## config.mk

```make
export PLATFORM = sky130hd
export DESIGN_NAME = dm_arbiter
export DESIGN_NICKNAME = d
export VERILOG_FILES = /design/src/rtl/dm_arb_pkg.sv /design/src/rtl/dm_arbiter_rr_picker.sv /design/src/rtl/dm_arbiter.sv
export SDC_FILE = /design/constraint.sdc
export NUM_CORES = 1
export LEC_CHECK = 0
export CAP_MARGIN = 20
export CELL_PAD_IN_SITES_DETAIL_PLACEMENT = 0
export CELL_PAD_IN_SITES_GLOBAL_PLACEMENT = 2
export CORE_ASPECT_RATIO = 2
export CORE_UTILIZATION = 18
export CTS_CLUSTER_DIAMETER = 50
export DETAILED_ROUTE_END_ITERATION = 7
export PLACE_DENSITY_LB_ADDON = 0.08
export SLEW_MARGIN = 10
export SYNTH_ARGS = -nofsm -noshare
export SYNTH_HDL_FRONTEND = slang
export SYNTH_SLANG_ARGS = --single-unit
```

## constraint.sdc

```tcl
create_clock -name clk -period 1.6 [get_ports clk]
set_input_delay 0.16 -clock clk [delete_from_list [all_inputs] [get_ports clk]]
set_output_delay 0.16 -clock clk [all_outputs]
set_load 0.1 [all_outputs]
```

## src/rtl/dm_arb_pkg.sv

```systemverilog
// Shared types and helpers for the data-memory arbiter and its round-robin picker.
package dm_arb_pkg;

    typedef enum logic [1:0] {
        IDLE   = 2'd0,
        ACCESS = 2'd1,
        WAIT   = 2'd2,
        DONE   = 2'd3
    } arb_state_e;

    localparam int DEF_ADDR_W = 16;
    localparam int DEF_DATA_W = 8;

    // Width of an index into n requesters; never narrower than one bit.
    function automatic int idx_w(input int n);
        return (n > 1) ? $clog2(n) : 1;
    endfunction

endpackage

```

## src/rtl/dm_arbiter_rr_picker.sv

```systemverilog
// Combinational round-robin picker: first asserted request at or above rr_ptr,
// wrapping around. Shared by the data- and instruction-memory arbiters.
module rr_picker #(
    parameter int N     = 4,
    parameter int IDX_W = 2
) (
    input  logic [N-1:0]     req,
    input  logic [IDX_W-1:0] rr_ptr,
    output logic             valid,
    output logic [IDX_W-1:0] winner
);

    // Scan N candidates starting at rr_ptr; the first hit wins.
    always_comb begin
        int cand;
        cand   = 0;
        valid  = 1'b0;
        winner = '0;
        for (int i = 0; i < N; i++) begin
            cand = int'(rr_ptr) + i;
            if (cand >= N) begin
                cand = cand - N;
            end
            if (!valid && req[cand]) begin
                valid  = 1'b1;
                winner = IDX_W'(cand);
            end
        end
    end

endmodule

```

## src/rtl/dm_arbiter.sv

```systemverilog
// Round-robin arbiter/sequencer sharing one data memory among NUM_CORES cores.
// One transaction at a time: IDLE picks a winner, ACCESS strobes memory,
// WAIT covers read latency, DONE pulses the winner's ack.
module dm_arbiter
    import dm_arb_pkg::*;
#(
    parameter int NUM_CORES = 4,
    parameter int ADDR_W    = DEF_ADDR_W,
    parameter int DATA_W    = DEF_DATA_W,
    parameter int MEM_LAT   = 1
) (
    input  logic                          clk,
    input  logic                          rst,
    input  logic [NUM_CORES-1:0]          req,
    input  logic [NUM_CORES-1:0]          we,
    input  logic [NUM_CORES*ADDR_W-1:0]   addr,
    input  logic [NUM_CORES*DATA_W-1:0]   wdata,
    output logic [NUM_CORES-1:0]          ack,
    output logic [DATA_W-1:0]             rdata,
    output logic                          mem_en,
    output logic                          mem_we,
    output logic [ADDR_W-1:0]             mem_addr,
    output logic [DATA_W-1:0]             mem_wdata,
    input  logic [DATA_W-1:0]             mem_rdata,
    output logic                          busy
);

    localparam int IDX_W = idx_w(NUM_CORES);
    localparam int CNT_W = $clog2(MEM_LAT + 1);

    arb_state_e             state_q,     state_d;
    logic [IDX_W-1:0]       rr_ptr_q,    rr_ptr_d;
    logic [IDX_W-1:0]       win_q,       win_d;
    logic [CNT_W-1:0]       cnt_q,       cnt_d;
    logic [NUM_CORES-1:0]   ack_q,       ack_d;
    logic [DATA_W-1:0]      rdata_q,     rdata_d;
    logic                   mem_en_q,    mem_en_d;
    logic                   mem_we_q,    mem_we_d;
    logic [ADDR_W-1:0]      mem_addr_q,  mem_addr_d;
    logic [DATA_W-1:0]      mem_wdata_q, mem_wdata_d;
    logic                   busy_q,      busy_d;

    logic                   pick_valid;
    logic [IDX_W-1:0]       pick_idx;
    logic [NUM_CORES-1:0]   win_onehot;

    rr_picker #(
        .N     (NUM_CORES),
        .IDX_W (IDX_W)
    ) u_picker (
        .req    (req),
        .rr_ptr (rr_ptr_q),
        .valid  (pick_valid),
        .winner (pick_idx)
    );

    assign win_onehot = {{(NUM_CORES-1){1'b0}}, 1'b1} << win_q;

    // Next-state and next-output logic; every memory-side output is a flop,
    // so requests never reach the memory pins combinationally.
    always_comb begin
        int unsigned sel;
        sel         = int'(pick_idx);
        state_d     = state_q;
        rr_ptr_d    = rr_ptr_q;
        win_d       = win_q;
        cnt_d       = cnt_q;
        ack_d       = ack_q;
        rdata_d     = rdata_q;
        mem_en_d    = mem_en_q;
        mem_we_d    = mem_we_q;
        mem_addr_d  = mem_addr_q;
        mem_wdata_d = mem_wdata_q;
        busy_d      = busy_q;
        case (state_q)
            IDLE: begin
                if (pick_valid) begin
                    state_d     = ACCESS;
                    win_d       = pick_idx;
                    mem_en_d    = 1'b1;
                    mem_we_d    = we[sel];
                    mem_addr_d  = addr[sel*ADDR_W +: ADDR_W];
                    mem_wdata_d = wdata[sel*DATA_W +: DATA_W];
                    busy_d      = 1'b1;
                end
            end
            ACCESS: begin
                // mem_we_q still holds the latched write flag in this cycle.
                mem_en_d = 1'b0;
                mem_we_d = 1'b0;
                if (mem_we_q) begin
                    state_d = DONE;
                    ack_d   = win_onehot;
                end else begin
                    state_d = WAIT;
                    cnt_d   = CNT_W'(MEM_LAT);
                end
            end
            WAIT: begin
                cnt_d = cnt_q - 1'b1;
                if (cnt_q == CNT_W'(1)) begin
                    rdata_d = mem_rdata;
                    state_d = DONE;
                    ack_d   = win_onehot;
                end
            end
            DONE: begin
                state_d  = IDLE;
                ack_d    = '0;
                busy_d   = 1'b0;
                rr_ptr_d = (win_q == IDX_W'(NUM_CORES - 1)) ? '0 : win_q + 1'b1;
            end
            default: begin
                state_d = IDLE;
            end
        endcase
    end

    // State and output registers; reset abandons any in-flight transaction.
    always_ff @(posedge clk) begin
        if (rst) begin
            state_q     <= IDLE;
            rr_ptr_q    <= '0;
            win_q       <= '0;
            cnt_q       <= '0;
            ack_q       <= '0;
            rdata_q     <= '0;
            mem_en_q    <= 1'b0;
            mem_we_q    <= 1'b0;
            mem_addr_q  <= '0;
            mem_wdata_q <= '0;
            busy_q      <= 1'b0;
        end else begin
            state_q     <= state_d;
            rr_ptr_q    <= rr_ptr_d;
            win_q       <= win_d;
            cnt_q       <= cnt_d;
            ack_q       <= ack_d;
            rdata_q     <= rdata_d;
            mem_en_q    <= mem_en_d;
            mem_we_q    <= mem_we_d;
            mem_addr_q  <= mem_addr_d;
            mem_wdata_q <= mem_wdata_d;
            busy_q      <= busy_d;
        end
    end

    assign ack       = ack_q;
    assign rdata     = rdata_q;
    assign mem_en    = mem_en_q;
    assign mem_we    = mem_we_q;
    assign mem_addr  = mem_addr_q;
    assign mem_wdata = mem_wdata_q;
    assign busy      = busy_q;

endmodule

```

==> results of run 1 <==
==> layout make-up <==
class                   count  share of cell area
clock buffers               5              0.0247
clock inverters             2             0.00197
inverters                   4             0.00296
multi-input cells         211               0.303
flip-flops and latches     46               0.183
well taps                 155              0.0382
repair buffers            187               0.447
==> per-stage QoR <==
stage | area, um2 | util | hold slack (ns) | power (mW)
2_1_floorplan | 2520 | - | 0.308 | 4.68
3_3_place_gp | 4820 | 0.357 | 0.480 | 6.90
3_5_place_dp | 4820 | 0.357 | 0.484 | 6.90
4_1_cts | 5050 | 0.373 | 0.421 | 8.13
5_1_grt | 5070 | 0.375 | 0.442 | 8.42
6_report | 5070 | 0.375 | 0.433 | 8.02
==> path summary, 6_finish.rpt <==
check	startpoint	endpoint	slack [ns]
setup / recovery	rr_ptr_q[1]	mem_wdata[2]	-0.14
hold / removal	mem_rdata[1]	rdata[1]	0.43
setup reg to reg	rr_ptr_q[1]	mem_wdata[2]	-0.14
hold reg to reg	rdata[4]	rdata[4]	0.49
==> metal layers <==
layer,wire length (um),share of wire
met3,497,0.049
met5,0,0
met2,6150,0.61
met4,153,0.015
met1,3320,0.33
==> flip-flops by register name (all words and copies together), names as in the netlist <==
register,cells
rr_ptr_q,2
win_q,2
mem_addr,16
cnt_q,1
busy,1
rdata,8
state_q,2
mem_we,1
mem_en,1
mem_wdata,8
ack,4
==> cell families (layout without fill, tap and decap cells) <==
| kind of cell | count (synthesis) | after routing |
|---|---|---|
| flip-flops | 46 | 46 |
| multiplexers | 51 | 51 |
| buffers and inverters | 22 | 198 |
| AND/OR/NAND/NOR | 92 | 92 |
| adder cells (fa/ha/maj) | 9 | 9 |
| AO/OA/AOI/OAI | 59 | 59 |
==> timing repair <==
action | CTS | global route
endpoints found under the setup margin | 25 | 32
gates resized for setup | 14 | 8
pin swaps | 0 | 1
setup buffers | 0 | 0
cloned | 2 | 0
==> critical path, delay by kind of cell (launching register included) <==
kind	cells	cell delay, ns
AOI/OAI and AO/OA	1	0.14
buffers and inverters	1	0.19
DFF	1	0.38
muxes	2	0.40
and+or+nand+nor	2	0.48
==> where the power goes <==
group | switching (mW) | leakage [nW] | internal, mW | total [mW]
Combinational | 3.07 | 1.64 | 2.12 | 5.19
Clock | 0.467 | 0.0694 | 0.566 | 1.03
Sequential | 0.329 | 0.379 | 1.47 | 1.80
==> layout by cell type, fill, tap and decap left out, drive strengths merged <==
| master | synthesis | routed |
|---|---|---|
| and2 | 1 | 1 |
| dfxtp | 46 | 46 |
| nand2 | 42 | 42 |
| nor2b | 5 | 5 |
| a21boi | 1 | 1 |
| o21ai | 1 | 1 |
| a211oi | 2 | 2 |
| buf | 9 | 74 |
| o211ai | 2 | 2 |
| mux2 | 1 | 1 |
| or3 | 2 | 2 |
| mux2i | 50 | 50 |
| o2111ai | 2 | 2 |
| nor3 | 4 | 4 |
| o31ai | 1 | 1 |
| nand3b | 5 | 5 |
| o221ai | 23 | 23 |
| or3b | 1 | 1 |
| dlygate4sd2 | 0 | 2 |
| nor4 | 1 | 1 |
| clkdlybuf4s50 | 0 | 111 |
| o32ai | 1 | 1 |
| clkbuf | 9 | 5 |
| a21o | 1 | 1 |
| o41ai | 1 | 1 |
| a21oi | 20 | 20 |
| clkinv | 0 | 2 |
| o21a | 2 | 2 |
| nand2b | 5 | 5 |
| inv | 4 | 4 |
| nand3 | 9 | 9 |
| ha | 9 | 9 |
| o21bai | 2 | 2 |
| nor2 | 17 | 17 |
==> results.toml, run 1 <==
[clock_tree]
cts.sinks = 46
cts_tree = "yes"
cts_root_buf = "clkbuf_16"
cts.clk_slew.worst_paths_ns = 0.07
h-tree-depth = 2
cts_buffers = 5
cts.path.max_buffers = 2
clk_latency_ns = 0.29
cts_hold_buf = 0

[power_and_ir_drop]
ir_worst_vdd_mv = 0.769
leakagePower_nw = 2.09
powerDensity_mw_per_mm2 = 1580

[grt]
grtUsageTotal = 0.145
grt_use_met2 = 0.304
overflow = 0
grt_pass1_vias = 2918
gr-usage-met3 = 0.0302
antenna_found_initial = 0
grt_max_degree = 25
grt_first_pass_wirelength_um = 15700
use_met1 = 0.132
grt.busiest_layer = "met2"

[final_layout]
insertedDiodeCount = 0
ff_latch_area_um2 = 927
stdcell_count = 610
nets = 578
nFillCells = 1388
drive_gt1_frac = 0.226
area_growth_pct = 102
multi_input_area_mm2 = 0.00154

[detailed_routing]
avgViaCountPerCell = 4.47
routed_wl_um = 10100
drc = 0
dr.pass1.iters = 4
routedWlPerCell_um = 16.6
vias = 2727
ant_nets = 0
drt_iter0_drc = 61

[synthesis]
synth-compound-area-share = 0.172
synth_xor_area_frac = 0
synth_area_leaders = "dfxtp_1 (37%), mux2i_1 (20%), o221ai_1 (8.0%)"
syn_inst = 279
ys.flop_type = "dfxtp_1"
synth_edf_count = 0
yosysTopAreaCell = "dfxtp_1"
ys_seq_area_frac = 0.367
yosys-top-cells-count = "mux2i_1 (50), dfxtp_1 (46), nand2_1 (42)"
syn_avg_cell_area_um2 = 9.01
synth_most_common_cell = "mux2i_1"
synthArstFlopShare = 0
syn-num-nets = 402
synthAdderAreaFrac = 0.0448
synth_top_family_by_area = "multiplexers"
ys_ff_latch = 46
ys_warn_count = 0
synthMuxAreaShare = 0.204
syn_area_mm2 = 0.00251
synthSimpleGateAreaFrac = 0.167
synth_top_area_frac = 0.367
yosysUniqueCellTypes = 35

[setup_path]
path_cells = "mux2i_1 -> nor2_1 -> or3_4 -> buf_12 -> mux2i_2 -> o221ai_1"
worst_ep_arrival_time_ns = 1.90
crit_type = "register to register"
crit_slowest_cell = "or3_4"
cp.required_ns = 1.76
endpoint_kind = "register"
crit_fanout = 18
reg2regPathDepth = 6
critPathLaunchType = "register"
cpPeakStageDelay_ns = 0.40

[timing]
maxSlewHeadroom = 0.759
finalHoldViolCount = 0
min_period_ns = 1.74
fmaxAchievable_mhz = 576
tightest_slew_ns = 0.358
rsz0062_at_grt = "true"
setup_tns_ns = -1.91
drv_slew = 0
setup_violations = 25
fin_skew_ns = 0.00444
final.setup.worst_slack_ns = -0.136
timing.final.crit_share = 1.09

[floorplanning]
io_pins = 153
die_x_um = 85.5
die_y_um = 169
start_util = 0.186
coreArea_mm2 = 0.0135
die_area_mm2 = 0.0145
num_rows = 60

[placement]
dp_cells = 601
gp_congestion = 0.705
io_buffers = 152
pre_cts_ws_ns = -0.542
dp_hpwl_um = 7710

[status]
outcome = "complete, but fails checks"
violations = "setup timing"

[hold_path]
min_path_cells = 3
hp-class = "input pin to register"

[run]
drv_cap = 0
(Power assumes the default switching activity.)
==> inputs of run 2 (changes only) <==
- SETUP_SLACK_MARGIN: default -> 0.05
==> results.toml, run 2 (synthesis results as in run 1) <==
[status]
outcome = "complete, but fails checks"
violations = "setup timing"

[timing]
min_period_ns = 1.69
final.setup.worst_slack_ns = -0.0863
timing.final.crit_share = 1.05
maxSlewHeadroom = 0.762
fmaxAchievable_mhz = 593
rsz0062_at_grt = "true"
fin_skew_ns = 0.00505
finalHoldViolCount = 0
tightest_slew_ns = 0.357
holdWs_ns = 0.425
drv_slew = 0
setup_violations = 24

[final_layout]
nets = 585
stdcell_count = 618
final_common_cell = "clkdlybuf4s50_1"
post-route-util = 0.384
final_cell_mix = "clkdlybuf4s50_1 (109), mux2i_1 (48), buf_12 (43)"
area_growth_pct = 107
nFillCells = 1376
drive_gt1_frac = 0.255
largest_reg_flops = 16
insertedDiodeCount = 0

[setup_path]
critPathLaunchType = "register"
reg2regPathDepth = 6
crit_type = "register to register"
cp.required_ns = 1.77
crit_fanout = 23
endpoint_kind = "register"
worst_ep_arrival_time_ns = 1.86

[hold_path]
hp-class = "input pin to register"
min_path_cells = 3

[clock_tree]
h-tree-depth = 2
cts_root_buf = "clkbuf_16"
cts_buffers = 5
cts_tree = "yes"
cts.sinks = 46
cts.clk_slew.worst_paths_ns = 0.07
cts.path.max_buffers = 2
clk_latency_ns = 0.29

[detailed_routing]
drt_iter0_drc = 45
routed_wl_um = 9920
dr.pass1.iters = 4
drc = 0
vias = 2777
ant_nets = 0
avgViaCountPerCell = 4.49
routedWlPerCell_um = 16.0

[placement]
dp_cells = 607
dp_hpwl_um = 7760
io_buffers = 152
gp_congestion = 0.766

[floorplanning]
die_x_um = 85.5
num_rows = 60
io_pins = 153
die_area_mm2 = 0.0145
coreArea_mm2 = 0.0135
die_y_um = 169
start_util = 0.186

[power_and_ir_drop]
powerDensity_mw_per_mm2 = 1580
leakagePower_nw = 2.15
ir_worst_vdd_mv = 0.567

[grt]
grt_first_pass_wirelength_um = 15300
grt_max_degree = 25
antenna_found_initial = 0
overflow = 0
grtUsageTotal = 0.140
grt_pass1_vias = 2895

[run]
drv_cap = 0
## run 2: cell count changes in the layout (fill, tap and decap cells not counted), sizes merged
cell,delta
buf,+7
dlymetal6s2s,+1
clkdlybuf4s50,-2
clkbuf,+2
dlygate4sd2,+1
clkinv,-1
## run 2: where the power goes
group / internal [mW] / switching, mW
Clock: 0.622 / 0.474
Sequential: 1.47 / 0.336
Combinational: 2.20 / 3.08
## run 2: routing by layer
layer  vias up  share of wire  GRT usage
met4         0          0.020     0.0464
met5         -              0          0
met2        99           0.60      0.289
met3        10          0.060     0.0346
met1      1287           0.32      0.127
li1       1381              -          -
## run 2: final cells by class
type,count,area (um2),area share
clock buffer,7,143,0.0275
tap,155,194,0.0374
multi-input combinational,211,1610,0.309
clock inverter,1,5.00,0.000964
timing repair buffer,194,2300,0.443
inverter,4,15.0,0.00289
sequential,46,928,0.179
## run 2: final timing paths
path,slack [ns],end,startpoint
max,-0.09,mem_addr[5],rr_ptr_q[1]
max reg2reg,-0.09,mem_addr[5],rr_ptr_q[1]
min reg2reg,0.49,rdata[2],rdata[2]
min,0.43,rdata[2],mem_rdata[2]
## run 2: timing repair
action / CTS / global route
cloned: 1 / 0
pin swaps: 1 / 5
hold buffers: 0 / 0
setup buffers: 0 / 2
setup endpoints to repair: 35 / 42
gates resized for setup: 17 / 18
## run 2: worst max-delay path, stage by stage (launching register included)
cell and delay, ns:
dfxtp_4 0.37, mux2i_1 0.19, nor2_1 0.08, or3_4 0.39, buf_12 0.19, mux2i_1 0.19, o221ai_1 0.13
## run 2: through the flow
step                      power (mW)  TNS [ns]  setup slack, ns  cell area [um2]
after floorplan                 4.69     -1.30          -0.0930             2530
after global placement          6.97    -14.59           -0.651             4870
after detailed placement        6.97    -14.98           -0.672             4870
after CTS                       8.20     -1.86           -0.108             5100
after global routing            8.60     -3.51           -0.188             5190
final                           8.18     -1.36          -0.0863             5190
